--- config.mk ---
export PLATFORM = sky130hd
export DESIGN_NAME = audio_pdm_dac_flat
export DESIGN_NICKNAME = d
export VERILOG_FILES = /design/src/rtl/audio_pdm_pkg.sv /design/src/rtl/audio_pdm_dac_if.sv /design/src/rtl/audio_pdm_mod.sv /design/src/rtl/audio_pdm_dac.sv /design/src/flat_wrapper.sv
export SDC_FILE = /design/constraint.sdc
export NUM_CORES = 1
export LEC_CHECK = 0
export BUFFER_PORTS_ARGS = -buffer_cell sky130_fd_sc_hd__buf_4
export CAP_MARGIN = 30
export CORE_ASPECT_RATIO = 0.9
export CORE_MARGIN = 10
export CORE_UTILIZATION = 45
export DETAILED_ROUTE_END_ITERATION = 7
export GPL_ROUTABILITY_DRIVEN = 0
export PLACE_DENSITY_LB_ADDON = 0.05
export SLEW_MARGIN = 40
export SYNTH_ARGS = -nofsm -noshare
export SYNTH_HDL_FRONTEND = slang
export SYNTH_HIERARCHICAL = 1
export SYNTH_SLANG_ARGS = --single-unit
--- constraint.sdc ---
create_clock -name clk_vga -period 5 [get_ports clk_vga]
set_input_delay 0.25 -clock clk_vga [delete_from_list [all_inputs] [get_ports clk_vga]]
set_output_delay 0.25 -clock clk_vga [all_outputs]
set_load 0.03 [all_outputs]
--- src/rtl/audio_pdm_pkg.sv ---
// audio_pdm_pkg
// Shared definitions for the PDM audio DAC slice: sample and mixer widths,
// volume range, the offset-binary midpoint, the volume FSM state type and
// the mixer sign-extension / saturation helpers.
// No ports (package).
package audio_pdm_pkg;

    localparam int SAMPLE_W = 16;
    localparam int MIX_W    = 24;
    localparam int VOL_W    = 9;
    localparam int VOL_MAX  = 256;

    localparam logic [SAMPLE_W-1:0] LEVEL_MID = 16'h8000;

    localparam logic signed [MIX_W-1:0] MIX_POS_LIM = 24'sd32767;
    localparam logic signed [MIX_W-1:0] MIX_NEG_LIM = -24'sd32768;

    typedef enum logic [1:0] {
        MUTED     = 2'd0,
        RAMP_UP   = 2'd1,
        RUN       = 2'd2,
        RAMP_DOWN = 2'd3
    } vol_state_t;

    function automatic logic signed [MIX_W-1:0] sext_sample(input logic signed [SAMPLE_W-1:0] s);
        return {{(MIX_W-SAMPLE_W){s[SAMPLE_W-1]}}, s};
    endfunction

    function automatic logic mix_clipped(input logic signed [MIX_W-1:0] v);
        return (v > MIX_POS_LIM) || (v < MIX_NEG_LIM);
    endfunction

    function automatic logic signed [SAMPLE_W-1:0] saturate(input logic signed [MIX_W-1:0] v);
        logic signed [SAMPLE_W-1:0] r;
        if (v > MIX_POS_LIM) begin
            r = 16'sh7FFF;
        end else if (v < MIX_NEG_LIM) begin
            r = 16'sh8000;
        end else begin
            r = v[SAMPLE_W-1:0];
        end
        return r;
    endfunction

endpackage

--- src/rtl/audio_pdm_dac_if.sv ---
// audio_pdm_dac_if
// Bundles the DAC's sample/control inputs and audio/status outputs.
//   master: drives opl_sample, tandy_sample, sample_toggle, speaker, mute_req;
//           observes aud_l, aud_r, level, clip, ramp_busy.
//   slave : the DAC side, the opposite directions.
interface audio_pdm_dac_if;
    import audio_pdm_pkg::*;

    logic [SAMPLE_W-1:0] opl_sample;
    logic [SAMPLE_W-1:0] tandy_sample;
    logic                sample_toggle;
    logic                speaker;
    logic                mute_req;
    logic                aud_l;
    logic                aud_r;
    logic [SAMPLE_W-1:0] level;
    logic                clip;
    logic                ramp_busy;

    modport master (
        output opl_sample, tandy_sample, sample_toggle, speaker, mute_req,
        input  aud_l, aud_r, level, clip, ramp_busy
    );

    modport slave (
        input  opl_sample, tandy_sample, sample_toggle, speaker, mute_req,
        output aud_l, aud_r, level, clip, ramp_busy
    );

endinterface

--- src/rtl/audio_pdm_mod.sv ---
// audio_pdm_mod
// First-order PDM modulator: a 16-bit accumulator adds the level every
// cycle and the registered carry is the output bitstream, so the ones
// density equals level/65536.
// Ports:
//   clk_vga    in   clock
//   reset_wire in   asynchronous active-high reset
//   level      in   16-bit offset-binary level
//   pdm_bit    out  registered carry bit
module audio_pdm_mod
    import audio_pdm_pkg::*;
(
    input  logic                clk_vga,
    input  logic                reset_wire,
    input  logic [SAMPLE_W-1:0] level,
    output logic                pdm_bit
);

    logic [SAMPLE_W-1:0] acc_q, acc_d;
    logic                bit_q, bit_d;

    always_comb begin
        {bit_d, acc_d} = {1'b0, acc_q} + {1'b0, level};
    end

    always_ff @(posedge clk_vga or posedge reset_wire) begin
        if (reset_wire) begin
            acc_q <= '0;
            bit_q <= 1'b0;
        end else begin
            acc_q <= acc_d;
            bit_q <= bit_d;
        end
    end

    assign pdm_bit = bit_q;

endmodule

--- src/rtl/audio_pdm_dac.sv ---
// audio_pdm_dac
// Mixes OPL2, Tandy and PC-speaker audio, saturates, applies a soft
// mute/unmute volume ramp and drives a PDM bitstream on both channels.
// Ports:
//   clk_vga    in   clock, all logic on the rising edge
//   reset_wire in   asynchronous active-high reset
//   bus        slave modport of audio_pdm_dac_if (samples, toggle, speaker,
//              mute_req in; aud_l, aud_r, level, clip, ramp_busy out)
module audio_pdm_dac
    import audio_pdm_pkg::*;
#(
    parameter int OPL_SHIFT   = 1,
    parameter int TANDY_SHIFT = 6,
    parameter int SPK_SHIFT   = 13,
    parameter int RAMP_DIV    = 1024
)(
    input  logic           clk_vga,
    input  logic           reset_wire,
    audio_pdm_dac_if.slave bus
);

    localparam int PRESC_W = (RAMP_DIV > 1) ? $clog2(RAMP_DIV) : 1;
    localparam logic [PRESC_W-1:0] PRESC_LAST    = PRESC_W'(RAMP_DIV - 1);
    localparam logic [VOL_W-1:0]   VOL_FULL      = VOL_W'(VOL_MAX);
    localparam logic [VOL_W-1:0]   VOL_NEAR_FULL = VOL_W'(VOL_MAX - 1);

    // Synchronizers and sample holding registers
    logic toggle_s1_q, toggle_s1_d, toggle_s2_q, toggle_s2_d, toggle_s3_q, toggle_s3_d;
    logic spk_s1_q, spk_s1_d, spk_s2_q, spk_s2_d;
    logic mute_s1_q, mute_s1_d, mute_s2_q, mute_s2_d;
    logic signed [SAMPLE_W-1:0] opl_hold_q, opl_hold_d, tandy_hold_q, tandy_hold_d;

    // Mixer / scaler / level pipeline
    logic signed [MIX_W-1:0]      mix_sum;
    logic signed [SAMPLE_W-1:0]   sat_q, sat_d;
    logic                         clip_q, clip_d;
    logic signed [SAMPLE_W+9:0]   scaled_prod;
    logic signed [SAMPLE_W-1:0]   scaled_q, scaled_d;
    logic [SAMPLE_W-1:0]          level_q, level_d;

    // Volume FSM
    vol_state_t          state_q, state_d;
    logic [VOL_W-1:0]    vol_q, vol_d;
    logic [PRESC_W-1:0]  presc_q, presc_d;
    logic                busy_q, busy_d;
    logic                ramp_tick;
    logic                mute_sync;

    logic                pdm_bit;

    assign mute_sync = mute_s2_q;

    always_comb begin
        toggle_s1_d  = bus.sample_toggle;
        toggle_s2_d  = toggle_s1_q;
        toggle_s3_d  = toggle_s2_q;
        spk_s1_d     = bus.speaker;
        spk_s2_d     = spk_s1_q;
        mute_s1_d    = bus.mute_req;
        mute_s2_d    = mute_s1_q;

        // The source guarantees the samples are stable while the toggle
        // is unchanged, so capturing them after the synchronized edge is safe.
        opl_hold_d   = opl_hold_q;
        tandy_hold_d = tandy_hold_q;
        if (toggle_s2_q != toggle_s3_q) begin
            opl_hold_d   = bus.opl_sample;
            tandy_hold_d = bus.tandy_sample;
        end

        mix_sum = (sext_sample(opl_hold_q) <<< OPL_SHIFT)
                + (sext_sample(tandy_hold_q) <<< TANDY_SHIFT)
                + $signed({{(MIX_W-1){1'b0}}, spk_s2_q} << SPK_SHIFT);
        sat_d   = saturate(mix_sum);
        clip_d  = mix_clipped(mix_sum);

        // vol 256 scales by exactly one; the shift floors toward -inf.
        scaled_prod = sat_q * $signed({1'b0, vol_q});
        scaled_d    = SAMPLE_W'(scaled_prod >>> 8);

        // Adding 0x8000 to a 16-bit two's complement value is an MSB flip.
        level_d = {~scaled_q[SAMPLE_W-1], scaled_q[SAMPLE_W-2:0]};
    end

    always_ff @(posedge clk_vga or posedge reset_wire) begin
        if (reset_wire) begin
            toggle_s1_q  <= 1'b0;
            toggle_s2_q  <= 1'b0;
            toggle_s3_q  <= 1'b0;
            spk_s1_q     <= 1'b0;
            spk_s2_q     <= 1'b0;
            mute_s1_q    <= 1'b0;
            mute_s2_q    <= 1'b0;
            opl_hold_q   <= '0;
            tandy_hold_q <= '0;
            sat_q        <= '0;
            clip_q       <= 1'b0;
            scaled_q     <= '0;
            level_q      <= LEVEL_MID;
        end else begin
            toggle_s1_q  <= toggle_s1_d;
            toggle_s2_q  <= toggle_s2_d;
            toggle_s3_q  <= toggle_s3_d;
            spk_s1_q     <= spk_s1_d;
            spk_s2_q     <= spk_s2_d;
            mute_s1_q    <= mute_s1_d;
            mute_s2_q    <= mute_s2_d;
            opl_hold_q   <= opl_hold_d;
            tandy_hold_q <= tandy_hold_d;
            sat_q        <= sat_d;
            clip_q       <= clip_d;
            scaled_q     <= scaled_d;
            level_q      <= level_d;
        end
    end

    // The prescaler defaults to zero, so it clears on every state change
    // and stays cleared outside the ramp states. Reversing direction keeps
    // the current vol, so the output never jumps.
    always_comb begin
        state_d   = state_q;
        vol_d     = vol_q;
        presc_d   = '0;
        ramp_tick = (presc_q == PRESC_LAST);
        case (state_q)
            MUTED: begin
                if (!mute_sync) state_d = RAMP_UP;
            end
            RAMP_UP: begin
                if (mute_sync) begin
                    state_d = RAMP_DOWN;
                end else if (vol_q == VOL_FULL) begin
                    state_d = RUN;
                end else if (ramp_tick) begin
                    vol_d = vol_q + 1'b1;
                    if (vol_q == VOL_NEAR_FULL) state_d = RUN;
                end else begin
                    presc_d = presc_q + 1'b1;
                end
            end
            RUN: begin
                vol_d = VOL_FULL;
                if (mute_sync) state_d = RAMP_DOWN;
            end
            RAMP_DOWN: begin
                if (!mute_sync) begin
                    state_d = RAMP_UP;
                end else if (vol_q == '0) begin
                    state_d = MUTED;
                end else if (ramp_tick) begin
                    vol_d = vol_q - 1'b1;
                    if (vol_q == VOL_W'(1)) state_d = MUTED;
                end else begin
                    presc_d = presc_q + 1'b1;
                end
            end
            default: begin
                state_d = MUTED;
                vol_d   = '0;
            end
        endcase
        busy_d = (state_d == RAMP_UP) || (state_d == RAMP_DOWN);
    end

    always_ff @(posedge clk_vga or posedge reset_wire) begin
        if (reset_wire) begin
            state_q <= MUTED;
            vol_q   <= '0;
            presc_q <= '0;
            busy_q  <= 1'b0;
        end else begin
            state_q <= state_d;
            vol_q   <= vol_d;
            presc_q <= presc_d;
            busy_q  <= busy_d;
        end
    end

    audio_pdm_mod u_mod (
        .clk_vga    (clk_vga),
        .reset_wire (reset_wire),
        .level      (level_q),
        .pdm_bit    (pdm_bit)
    );

    assign bus.aud_l     = pdm_bit;
    assign bus.aud_r     = pdm_bit;
    assign bus.level     = level_q;
    assign bus.clip      = clip_q;
    assign bus.ramp_busy = busy_q;

endmodule

--- src/flat_wrapper.sv ---
// flat-port wrapper written by rule: the top's interface ports become plain ports
module audio_pdm_dac_flat import audio_pdm_pkg::*;
#(
    parameter int OPL_SHIFT   = 1,
    parameter int TANDY_SHIFT = 6,
    parameter int SPK_SHIFT   = 13,
    parameter int RAMP_DIV    = 1024
)
  (clk_vga, reset_wire, bus_opl_sample, bus_tandy_sample, bus_sample_toggle, bus_speaker, bus_mute_req, bus_aud_l, bus_aud_r, bus_level, bus_clip, bus_ramp_busy);
  audio_pdm_dac_if bus_i ();
  input  logic clk_vga;
  input  logic reset_wire;
  input wire logic [$bits(bus_i.opl_sample)-1:0] bus_opl_sample;
  input wire logic [$bits(bus_i.tandy_sample)-1:0] bus_tandy_sample;
  input wire logic [$bits(bus_i.sample_toggle)-1:0] bus_sample_toggle;
  input wire logic [$bits(bus_i.speaker)-1:0] bus_speaker;
  input wire logic [$bits(bus_i.mute_req)-1:0] bus_mute_req;
  output wire logic [$bits(bus_i.aud_l)-1:0] bus_aud_l;
  output wire logic [$bits(bus_i.aud_r)-1:0] bus_aud_r;
  output wire logic [$bits(bus_i.level)-1:0] bus_level;
  output wire logic [$bits(bus_i.clip)-1:0] bus_clip;
  output wire logic [$bits(bus_i.ramp_busy)-1:0] bus_ramp_busy;
  assign bus_i.opl_sample = bus_opl_sample;
  assign bus_i.tandy_sample = bus_tandy_sample;
  assign bus_i.sample_toggle = bus_sample_toggle;
  assign bus_i.speaker = bus_speaker;
  assign bus_i.mute_req = bus_mute_req;
  assign bus_aud_l = bus_i.aud_l;
  assign bus_aud_r = bus_i.aud_r;
  assign bus_level = bus_i.level;
  assign bus_clip = bus_i.clip;
  assign bus_ramp_busy = bus_i.ramp_busy;
  audio_pdm_dac #(.OPL_SHIFT(OPL_SHIFT), .TANDY_SHIFT(TANDY_SHIFT), .SPK_SHIFT(SPK_SHIFT), .RAMP_DIV(RAMP_DIV)) u_core (.clk_vga(clk_vga), .reset_wire(reset_wire), .bus(bus_i));
endmodule
After elaboration in Yosys (flattened, before gate mapping)
Index checks and enable logic that the tools add are counted.
{"block": "classes", "mul": 1, "addsub": 6, "eq_ne": 16, "n_reduce_logical": 6, "n_mux": 26, "order_cmp": 2, "n_bitwise": 1}
{"operator": "9-bit two-way mux", "n": 6}
{"operator": "10-bit two-way mux", "n": 5}
{"operator": "16-bit two-way mux", "n": 2}
{"operator": "9-bit case mux with 3 select lines", "n": 1}
{"operator": "24-bit by 15-bit adder with 24-bit output", "n": 1}
{"operator": "24-bit by 16-bit greater-than comparator with 1-bit output (second input constant)", "n": 1}
{"operator": "24-bit by 16-bit less-than comparator with 1-bit output (second input constant)", "n": 1}
{"operator": "16-bit by 10-bit multiplier with 24-bit output", "n": 1}
{"operator": "17-bit by 22-bit adder with 23-bit output", "n": 1}
{"operator": "2-bit two-way mux", "n": 10}
{"operator": "10-bit case mux with 2 select lines", "n": 1}
{"operator": "16-bit by 16-bit adder with 17-bit output", "n": 1}
{"operator": "10-bit by 1-bit adder with 10-bit output (second input constant)", "n": 1}
{"operator": "10-bit == test (second input constant)", "n": 1}
{"operator": "9-bit by 1-bit adder with 9-bit output (second input constant)", "n": 1}
{"operator": "9-bit by 1-bit == test with 1-bit output (second input constant)", "n": 1}
{"operator": "9-bit by 8-bit == test with 1-bit output (second input constant)", "n": 1}
{"operator": "9-bit == test (second input constant)", "n": 1}
{"operator": "9-bit logical NOT", "n": 1}
{"operator": "9-bit by 1-bit subtractor with 9-bit output (second input constant)", "n": 1}
{"operator": "2-bit case mux with 4 select lines", "n": 1}
{"operator": "7-bit AND reduction", "n": 1}
{"operator": "2-bit == test (second input constant)", "n": 3}
{"operator": "2-bit by 1-bit inequality test with 1-bit output (second input constant)", "n": 3}
{"operator": "7 further kinds", "n": 11}
{"block": "word_totals", "wordCells": 77, "output_inout_bits": 20, "regBits": 127, "input_bits": 37}

Logic depth before layout (Yosys ltp)
Gate-level depths: netlist of the first run.
{"block": "logic_depth", "depth_word": 8, "ltp_mapped": 20, "mapped_depth_nobuf": 18}

By module
Netlist of the first run, hierarchy kept.
{"module": "audio_pdm_dac", "n_inst": 1, "area_each_um2": 9724.3, "cells_each": 950}
{"module": "audio_pdm_mod", "n_inst": 1, "area_each_um2": 1189.9, "cells_each": 121}

Least setup slack after synthesis of the first run
No wires, ideal clock.
{"block": "synth_path", "path_kind": "register to register", "from": "register u_core.vol_q[3]", "to": "register u_core.scaled_q[14]", "arrival_time_ns": 5.240, "path_buffers": 2, "setup_slack_ns": -0.320, "path_stages_with_launch": 21, "path_cell_list": "dfrtp_1 clkbuf_1 clkbuf_1 nand2_1 fa_1 inv_1 fa_1 inv_1 fa_1 inv_1 fa_1 fa_1 ha_1 a21o_1 a21oi_1 o31ai_1 a22o_1 a31oi_1 a21oi_1 a31oi_1 xnor2_1"}
{"block": "synth_between", "elab_chain_cells": 1}
{"element": "start, declared", "line_no": "audio_pdm_dac.sv:43", "text": "logic [VOL_W-1:0] vol_q, vol_d;"}
{"element": "start signal, assigned", "line_no": "audio_pdm_dac.sv:173", "text": "vol_q <= vol_d;"}
{"element": "16-bit by 10-bit multiplier with 24-bit output", "line_no": "audio_pdm_dac.sv:78", "text": "scaled_prod = sat_q * $signed({1'b0, vol_q});"}
{"element": "via u_core.scaled_prod[22]", "line_no": "audio_pdm_dac.sv:37", "text": "logic signed [SAMPLE_W+9:0] scaled_prod;"}
{"element": "end signal, assigned", "line_no": "audio_pdm_dac.sv:112", "text": "scaled_q <= scaled_d;"}
{"element": "end, declared", "line_no": "audio_pdm_dac.sv:38", "text": "logic signed [SAMPLE_W-1:0] scaled_q, scaled_d;"}
The timed path passes the listed nets, and every way through them passes these cells.
A chain may end at the register's enable or synchronous reset.

Worst setup path after layout of the first run
{"block": "layout_path", "from": "register u_core.vol_q[6]", "to": "register u_core.scaled_q[8]"}
The elaborated chain is that of the path after synthesis.

==> results of run 1 <==
[what timing repair did]
action | in CTS | in global routing
resized for setup | 9 | 78
gates cloned | 0 | 2
buffers inserted | 2 | 20
pin swaps | 5 | 73
hold buffers | 5 | 0
setup endpoints to repair | 7 | 9
hold endpoints to repair | 85 | 0
[cell usage after synthesis (all sizes together) (10+ instances only)]
master / n
a21o: 27
a21oi: 41
a31oi: 10
and2: 75
buf: 11
clkbuf: 30
dfrtp: 125
fa: 117
ha: 102
inv: 137
mux2: 30
nand2: 105
nand3: 22
nor2: 39
nor3: 13
o21ai: 38
xnor2: 32
xor2: 22
[sequential cells by signal (all words and copies together) (netlist names)]
register,cells
u_core/presc_q,10
u_core/spk_s2_q,1
u_core/toggle_s3_q,1
u_core/bus.level,16
u_core/sat_q,16
u_core/tandy_hold_q,16
u_core/state_q,2
u_core/u_mod/pdm_bit,1
u_core/mute_s1_q,1
u_core/toggle_s1_q,1
u_core/spk_s1_q,1
u_core/u_mod/acc_q,16
u_core/vol_q,9
u_core/opl_hold_q,16
u_core/bus.clip,1
u_core/mute_s2_q,1
u_core/scaled_q,16
u_core/toggle_s2_q,1
[worst max-delay path, cell delays in order, from the launching register on]
cell and delay, ps:
dfrtp_2 450, and2_1 170, fa_2 390, fa_1 570, inv_2 40, fa_1 470, inv_1 50, fa_2 530
fa_1 450, ha_4 270, a21o_1 180, a21oi_2 160, o31ai_4 100, a22o_4 290, o21a_1 200, o21a_1 180
nor2_2 100, xnor2_1 120
[routing by layer]
| metal | GRT usage | up-vias | wire [microns] |
|---|---|---|---|
| li1 | - | 3738 | - |
| met1 | 0.2137 | 3656 | 11060 |
| met2 | 0.2265 | 113 | 10080 |
| met3 | 0.03418 | 11 | 1001 |
| met4 | 0.03631 | 0 | 166 |
| met5 | 0 | - | 0 |
[cell families (layout without fill, tap and decap cells)]
| group | Yosys count | in the layout | share of synthesized area |
|---|---|---|---|
| buffers and inverters | 178 | 301 | 0.06271 |
| muxes | 33 | 33 | 0.03370 |
| DFF | 126 | 126 | 0.2890 |
| adders and majority gates | 219 | 219 | 0.3315 |
| and+or+nand+nor | 297 | 297 | 0.1355 |
| AOI/OAI and AO/OA | 164 | 164 | 0.1042 |
| xor gates and xnor gates | 54 | 54 | 0.04333 |
[per-stage QoR]
stage	setup TNS [ps]	setup WS (ps)	utilization	area, sq um	cells
after floorplan	0	4.545	-	10950	1071
after global placement	-4.302	-3.693	0.5051	11920	1433
after detailed placement	-605.5	-130.1	0.5058	11940	1434
after CTS	0	7.552	0.5362	12660	1473
after global routing	-68.71	-23.39	0.5553	13110	1496
final	0	172.8	0.5553	13110	1496
[worst max path at each step]
stage | startpoint | end | slack [ps]
after floorplan | u_core/vol_q[2]$_DFFE_PP0P_ | u_core/scaled_q[14]$_DFF_PP0_ | 5
after global placement | u_core/vol_q[6]$_DFFE_PP0P_ | u_core/scaled_q[12]$_DFF_PP0_ | -4
after detailed placement | u_core/vol_q[6]$_DFFE_PP0P_ | u_core/scaled_q[11]$_DFF_PP0_ | -130
after CTS | u_core/vol_q[6]$_DFFE_PP0P_ | u_core/scaled_q[12]$_DFF_PP0_ | 8
after global routing | u_core/vol_q[3]$_DFFE_PP0P_ | u_core/scaled_q[14]$_DFF_PP0_ | -20
final | u_core/vol_q[6]$_DFFE_PP0P_ | u_core/scaled_q[8]$_DFF_PP0_ | 170
[cell type report]
cell class                 count  area share
clock inverter                15     0.01288
multi-input combinational    767      0.5638
clock buffer                  17     0.03245
timing repair buffer         132     0.08112
inverter                     137     0.03961
sequential                   126      0.2414
tap                          302     0.02882
==> results.json, run 1 <==
{
  "max_freq_mhz": 207.2,
  "syn_area_sq_um": 10910,
  "skew_ps": 12.22,
  "clockRootBuffer": "clkbuf_16",
  "r2r_slack_ps": 170,
  "grt_start_max_net_pins": 67,
  "outcome": "finished clean",
  "num_io_pins": 57,
  "async_reset_ff_frac": 1.000,
  "multiInputGateArea_sq_um": 7391,
  "r2r-start": "u_core/vol_q[6]$_DFFE_PP0P_",
  "antenna_found_initial": 0,
  "cts_buffers": 17,
  "synth_edf_count": 0,
  "crit_fanout": 6,
  "htreeDepth": 4,
  "wl_microns": 22310,
  "min_from": "bus_tandy_sample[15]",
  "ys_warn_count": 6,
  "yosys_register_bits": 126,
  "netlist_top_cells_area": "dfrtp_1 29%, fa_1 21%, ha_1 12%",
  "critPathArrivalTime_ps": 5180,
  "coreArea_sq_um": 23610,
  "final.period_utilization": 0.9654,
  "regArea_sq_um": 3164,
  "yosysTopAreaCell": "dfrtp_1",
  "clock_path_buffers": 2,
  "tritoncts": "done",
  "hold_ws_ps": 28.41,
  "worst-setup-path-type": "reg2reg",
  "layout-drive-gt1-share": 0.2278,
  "gr-usage-all-layers": 0.1504,
  "final_cell_mix": "128 x inv_1, 117 x dfrtp_1, 112 x buf_4",
  "min_path_type": "in2reg",
  "synth_top_area_frac": 0.2866,
  "grt_first_pass_wirelength_microns": 38020,
  "synth_flop_cell": "dfrtp_1",
  "worstSkewPairLatency_ps": 430,
  "setup_violations": 0,
  "postRouteAntennaNets": 0,
  "clock_sinks": 126,
  "grt-ovfl-total": 0,
  "drtIter0Drc": 380,
  "cp-start-kind": "register",
  "critPathCaptureType": "register",
  "relSlewSlack": 0.5183,
  "worst_pin_slew_ps": 722.6,
  "reg2reg_depth": 17,
  "grt_pass1_vias": 7769,
  "layout_commonest_cell": "inv_1",
  "drcViolationCount": 0,
  "nFillCells": 2087,
  "area_delta_synth_final_pct": 20.12,
  "synth-seq-area-share": 0.2890,
  "cp.required_ps": 5350,
  "maxSlewViolCount": 0,
  "avgRoutedWirePerCell_microns": 14.91,
  "dr.pass1.iters": 4,
  "vias": 7518,
  "syn_nets": 1327,
  "antenna_cells": 0,
  "hold_end": "u_core/tandy_hold_q[15]$_DFFE_PP0P_",
  "whs_path_depth": 3,
  "r2r-end": "u_core/scaled_q[8]$_DFF_PP0_",
  "dp_hpwl_microns": 17230,
  "yosysUniqueCellTypes": 65,
  "synthCells": 1071,
  "die_h_microns": 167.7,
  "drv_cap": 0,
  "placementRows": 53,
  "die_area_sq_um": 30890,
  "hold_viol_final": 0,
  "syn_avg_cell_area_sq_um": 10.19,
  "clkTransAtPathRegs_ps": 70,
  "die_width_microns": 184.2,
  "min_period_ps": 4827,
  "finalNetCount": 1437,
  "start_util": 0.4623,
  "vias_per_cell": 5.025,
  "portBuffers": 56
}
Power of run 1 is left out: the tool's default activity adds up to more than one toggle a clock period on the data nets, which glitch-free logic cannot reach.
==> run 2, diff against run 1 <==
Settings changed: ABC_AREA set to 1.
==> results.json, run 2 <==
{
  "synth_flop_cell": "dfrtp_1",
  "gr-usage-all-layers": 0.1728,
  "final_cell_mix": "423 x nand2_1, 319 x inv_1, 115 x fa_1",
  "slowest_stage": "fa_1",
  "synth_edf_count": 0,
  "min_path_type": "in2reg",
  "synth-seq-area-share": 0.2628,
  "portBuffers": 56,
  "ys_warn_count": 6,
  "yosysMostFrequentCell": "nand2_1",
  "min_from": "bus_opl_sample[15]",
  "die_width_microns": 192.1,
  "fin_cells": 1958,
  "syn_area_sq_um": 12000,
  "r2r_slack_ps": 220,
  "cp_cell_sequence": "buf_6 > buf_4 > nand2_1 > fa_1 > inv_1 > fa_1 > fa_1 > fa_1 > inv_1 > fa_1 > inv_1 > ha_1 > nand2_1 > nor4_4 > nand3_1 > nand3_1 > xor2_1",
  "setup_violations": 0,
  "num_io_pins": 57,
  "rsz0062_at_grt": "true",
  "start_util": 0.4592,
  "wl_microns": 27670,
  "avgRoutedWirePerCell_microns": 14.13,
  "drv_cap": 0,
  "synth_common_cells": "430 x nand2_1, 325 x inv_1, 125 x dfrtp_1",
  "hold_ws_ps": 27.48,
  "nFillCells": 2437,
  "critPathBufInv": 5,
  "dr.pass1.iters": 5,
  "syn_avg_cell_area_sq_um": 8.039,
  "clock_path_buffers": 2,
  "htreeDepth": 4,
  "hold_viol_final": 0,
  "cp_top_family": "adder cells",
  "critPathArrivalTime_ps": 5140,
  "layout-drive-gt1-share": 0.1658,
  "yosys_register_bits": 126,
  "cpPeakStageDelay_ps": 550,
  "clkTransAtPathRegs_ps": 60,
  "die_h_microns": 174.9,
  "antenna_cells": 0,
  "coreArea_sq_um": 26140,
  "worst-setup-path-type": "reg2reg",
  "yosysTopAreaCell": "dfrtp_1",
  "grt-ovfl-total": 0,
  "yosysUniqueCellTypes": 45,
  "synth_top_area_frac": 0.2606,
  "area_delta_synth_final_pct": 17.50,
  "vias": 9270,
  "final.period_utilization": 0.9564,
  "cp-startpoint": "u_core/vol_q[6]$_DFFE_PP0P_",
  "tritoncts": "done",
  "grt_pass1_vias": 9427,
  "min_period_ps": 4782,
  "vias_per_cell": 4.734,
  "finalNetCount": 1853,
  "synthCells": 1493,
  "worstSkewPairLatency_ps": 430,
  "crit_fanout": 7,
  "netlist_top_cells_area": "dfrtp_1 26%, fa_1 20%, nand2_1 13%",
  "grt_start_max_net_pins": 72,
  "max_freq_mhz": 209.1,
  "skew_ps": 11.88,
  "cts_buffers": 17,
  "place_inst": 1906,
  "clockRootBuffer": "clkbuf_16",
  "postRouteAntennaNets": 0,
  "layout_commonest_cell": "nand2_1",
  "drcViolationCount": 0,
  "relSlewSlack": 0.4581,
  "cp.required_ps": 5350,
  "die_area_sq_um": 33610,
  "r2r-start": "u_core/vol_q[6]$_DFFE_PP0P_",
  "async_reset_ff_frac": 1.000,
  "maxSlewViolCount": 0,
  "placementRows": 56,
  "clock_sinks": 126,
  "critPathCaptureType": "register",
  "outcome": "finished clean",
  "final_util": 0.5396,
  "drtIter0Drc": 362,
  "cp-start-kind": "register",
  "syn_nets": 1749,
  "grt_first_pass_wirelength_microns": 46740,
  "worst_pin_slew_ps": 812.9,
  "dp_hpwl_microns": 22240,
  "path_common_cell": "fa_1",
  "antenna_found_initial": 0
}
==> run 2: final cells by class <==
class | instances | area (sq um) | area share
clock buffer | 17 | 425.4 | 0.03017
timing repair buffer | 127 | 1031 | 0.07311
inverter | 329 | 1240 | 0.08792
sequential | 126 | 3173 | 0.2250
multi-input combinational | 996 | 7612 | 0.5398
clock inverter | 15 | 185.2 | 0.01313
tap | 348 | 435.4 | 0.03088
==> run 2: repair_timing <==
item,in CTS,in global routing
resized for setup,4,53
pin swaps,0,11
hold endpoints to repair,75,0
hold buffers,4,0
buffers inserted,0,16
setup endpoints to repair,2,14
==> run 2: kinds of logic after synthesis <==
| kind of cell | synth area share |
|---|---|
| xor gates and xnor gates | 0.03284 |
| and+or+nand+nor | 0.2096 |
| DFF | 0.2628 |
| adders and majority gates | 0.3015 |
| muxes | 0.02815 |
| AOI/OAI and AO/OA | 0.04618 |
| buffers and inverters | 0.1190 |
==> run 2: through the flow <==
| step | setup slack (ps) | setup TNS [ps] | area, sq um |
|---|---|---|---|
| after global placement | 3.898 | 0 | 13090 |
| final | 218.2 | 0 | 14100 |
| after CTS | 18.54 | 0 | 13780 |
| after detailed placement | -28.97 | -28.97 | 13120 |
| after floorplan | 1.825 | 0 | 12000 |
| after global routing | -20.08 | -20.08 | 14100 |
==> run 2: worst paths after layout <==
check	end	cells past startpoint
hold reg to reg	u_core/bus.level[8]$_DFF_PP0_	0
min in group asynchronous	u_core/u_mod/acc_q[14]$_DFF_PP0_	3
setup reg to reg	u_core/scaled_q[12]$_DFF_PP0_	17
hold / removal	u_core/opl_hold_q[15]$_DFFE_PP0P_	3
max in group asynchronous	u_core/vol_q[6]$_DFFE_PP0P_	4
setup / recovery	u_core/scaled_q[12]$_DFF_PP0_	17
==> run 2: layer usage <==
layer | vias to the layer above | part of all wire | track usage | wire (microns)
met4 | 0 | 0.0090 | 0.03906 | 248
met3 | 20 | 0.039 | 0.03006 | 1091
met2 | 130 | 0.44 | 0.2685 | 12270
li1 | 4707 | - | - | -
met5 | - | 0 | 0 | 0
met1 | 4413 | 0.51 | 0.2452 | 14060
==> run 2: worst min-delay path, stage by stage <==
cell and delay [ps]:
buf_4 80, nand2_1 40, o21ai_0 60
Power of run 2 is left out for the same reason.
==> run 3, diff against run 2 <==
Settings changed: GPL_TIMING_DRIVEN set to 0, SLEW_MARGIN 40 to 20.
==> results.json, run 3 (synthesis results as in run 2) <==
{
  "outcome": "finished clean",
  "drv_cap": 0,
  "path_common_cell": "fa_1",
  "min_period_ps": 4867,
  "clkTransAtPathRegs_ps": 60,
  "postRouteAntennaNets": 0,
  "clock_path_buffers": 2,
  "r2r_slack_ps": 130,
  "clock_sinks": 126,
  "wl_microns": 28450,
  "drtIter0Drc": 480,
  "min_path_type": "in2reg",
  "finalNetCount": 1825,
  "placementRows": 56,
  "cp_cell_sequence": "buf_6 > buf_4 > nand2_1 > fa_1 > inv_1 > fa_1 > inv_1 > fa_1 > inv_1 > fa_1 > fa_1 > ha_1 > nand2_1 > o21a_1 > o21bai_1 > a21o_1 > nand3_1 > nand2_1 > xor2_1",
  "die_width_microns": 192.1,
  "grt_first_pass_wirelength_microns": 47940,
  "hold_viol_final": 0,
  "die_h_microns": 174.9,
  "min_from": "bus_tandy_sample[15]",
  "layout-drive-gt1-share": 0.1568,
  "critPathCaptureType": "register",
  "gr-usage-all-layers": 0.1771,
  "setup_violations": 0,
  "portBuffers": 56,
  "maxSlewViolCount": 0,
  "tritoncts": "done",
  "cp-startpoint": "u_core/vol_q[1]$_DFFE_PP0P_",
  "critPathArrivalTime_ps": 5210,
  "r2r-end": "u_core/scaled_q[8]$_DFF_PP0_",
  "dr.pass1.iters": 5,
  "reg2reg_depth": 19,
  "max_freq_mhz": 205.5,
  "antenna_cells": 0,
  "htreeDepth": 4,
  "antenna_found_initial": 0,
  "crit_fanout": 5,
  "clockRootBuffer": "clkbuf_16",
  "worst_pin_slew_ps": 908.2,
  "start_util": 0.4592,
  "drcViolationCount": 0,
  "cp.required_ps": 5340,
  "num_io_pins": 57,
  "die_area_sq_um": 33610,
  "grt-ovfl-total": 0,
  "cp-start-kind": "register",
  "cp-endpoint": "u_core/scaled_q[8]$_DFF_PP0_",
  "slowest_stage": "fa_1",
  "final_cell_mix": "422 x nand2_1, 319 x inv_1, 115 x fa_1",
  "worst-setup-path-type": "reg2reg",
  "skew_ps": 10.16,
  "area_delta_synth_final_pct": 15.97,
  "r2r-start": "u_core/vol_q[1]$_DFFE_PP0P_",
  "vias_per_cell": 4.801,
  "layout_commonest_cell": "nand2_1",
  "avgRoutedWirePerCell_microns": 14.74,
  "vias": 9266,
  "cpPeakStageDelay_ps": 500,
  "final_util": 0.5326,
  "coreArea_sq_um": 26140,
  "final.period_utilization": 0.9733,
  "grt_start_max_net_pins": 69,
  "cts_buffers": 17,
  "relSlewSlack": 0.3925,
  "worstSkewPairLatency_ps": 430,
  "grt_pass1_vias": 9644,
  "dp_hpwl_microns": 22460
}
## run 3: layout make-up
| type | instances | area (sq um) |
|---|---|---|
| multi-input cells | 996 | 7622 |
| clock buffers | 18 | 429.2 |
| well taps | 348 | 435.4 |
| fillers | 2557 | 12220 |
| flip-flops and latches | 126 | 3178 |
| clock inverters | 14 | 205.2 |
| repair buffers | 78 | 636.9 |
| plain buffers | 21 | 171.4 |
| inverters | 329 | 1240 |
## run 3: worst min-delay path by stage
stage                                     endpoint  cells after the start
4_1_cts        u_core/tandy_hold_q[15]$_DFFE_PP0P_                      3
2_1_floorplan      u_core/u_mod/acc_q[0]$_DFF_PP0_                      1
3_3_place_gp          u_core/toggle_s2_q$_DFF_PP0_                      0
3_5_place_dp         u_core/bus.level[2]$_DFF_PP0_                      2
6_report       u_core/tandy_hold_q[15]$_DFFE_PP0P_                      3
5_1_grt          u_core/opl_hold_q[15]$_DFFE_PP0P_                      3
## run 3: per-layer routing
metal,wire length [microns],global-route usage,up-vias,share of wire
met5,0,0,-,0
met2,12220,0.2717,149,0.43
met1,14590,0.2490,4431,0.51
li1,-,-,4655,-
met3,1204,0.03443,31,0.042
met4,427,0.04810,0,0.015
## run 3: worst max-delay path: cells and delay by family, from the launching register on
kind,cells,cell delay [ps]
AO/OA/AOI/OAI,3,600
XOR/XNOR,1,140
adder cells (fa/ha/maj),6,2820
buffers and inverters,5,480
flip-flops,1,370
AND/OR/NAND/NOR,4,370
## run 3: timing repair
action	4_1_cts	5_1_grt
endpoints found under the setup margin	16	13
gates cloned	0	1
pin swaps	2	20
hold buffers	4	0
gates resized for setup	41	47
endpoints found under the hold margin	44	0
setup buffers	8	8
## run 3: through the flow
step	TNS, ps	setup slack, ps	instances	area (sq um)	hold slack (ps)
final	0	133.4	1930	13920	29.39
after global routing	-30.28	-23.86	1930	13920	24.53
after CTS	0	8.942	1922	13660	7.700
after detailed placement	-10870	-895.7	1898	12890	302.3
after global placement	-10520	-877.5	1897	12860	331.8
after floorplan	0	1.825	1493	12000	176.1
Power of run 3 is left out for the same reason.
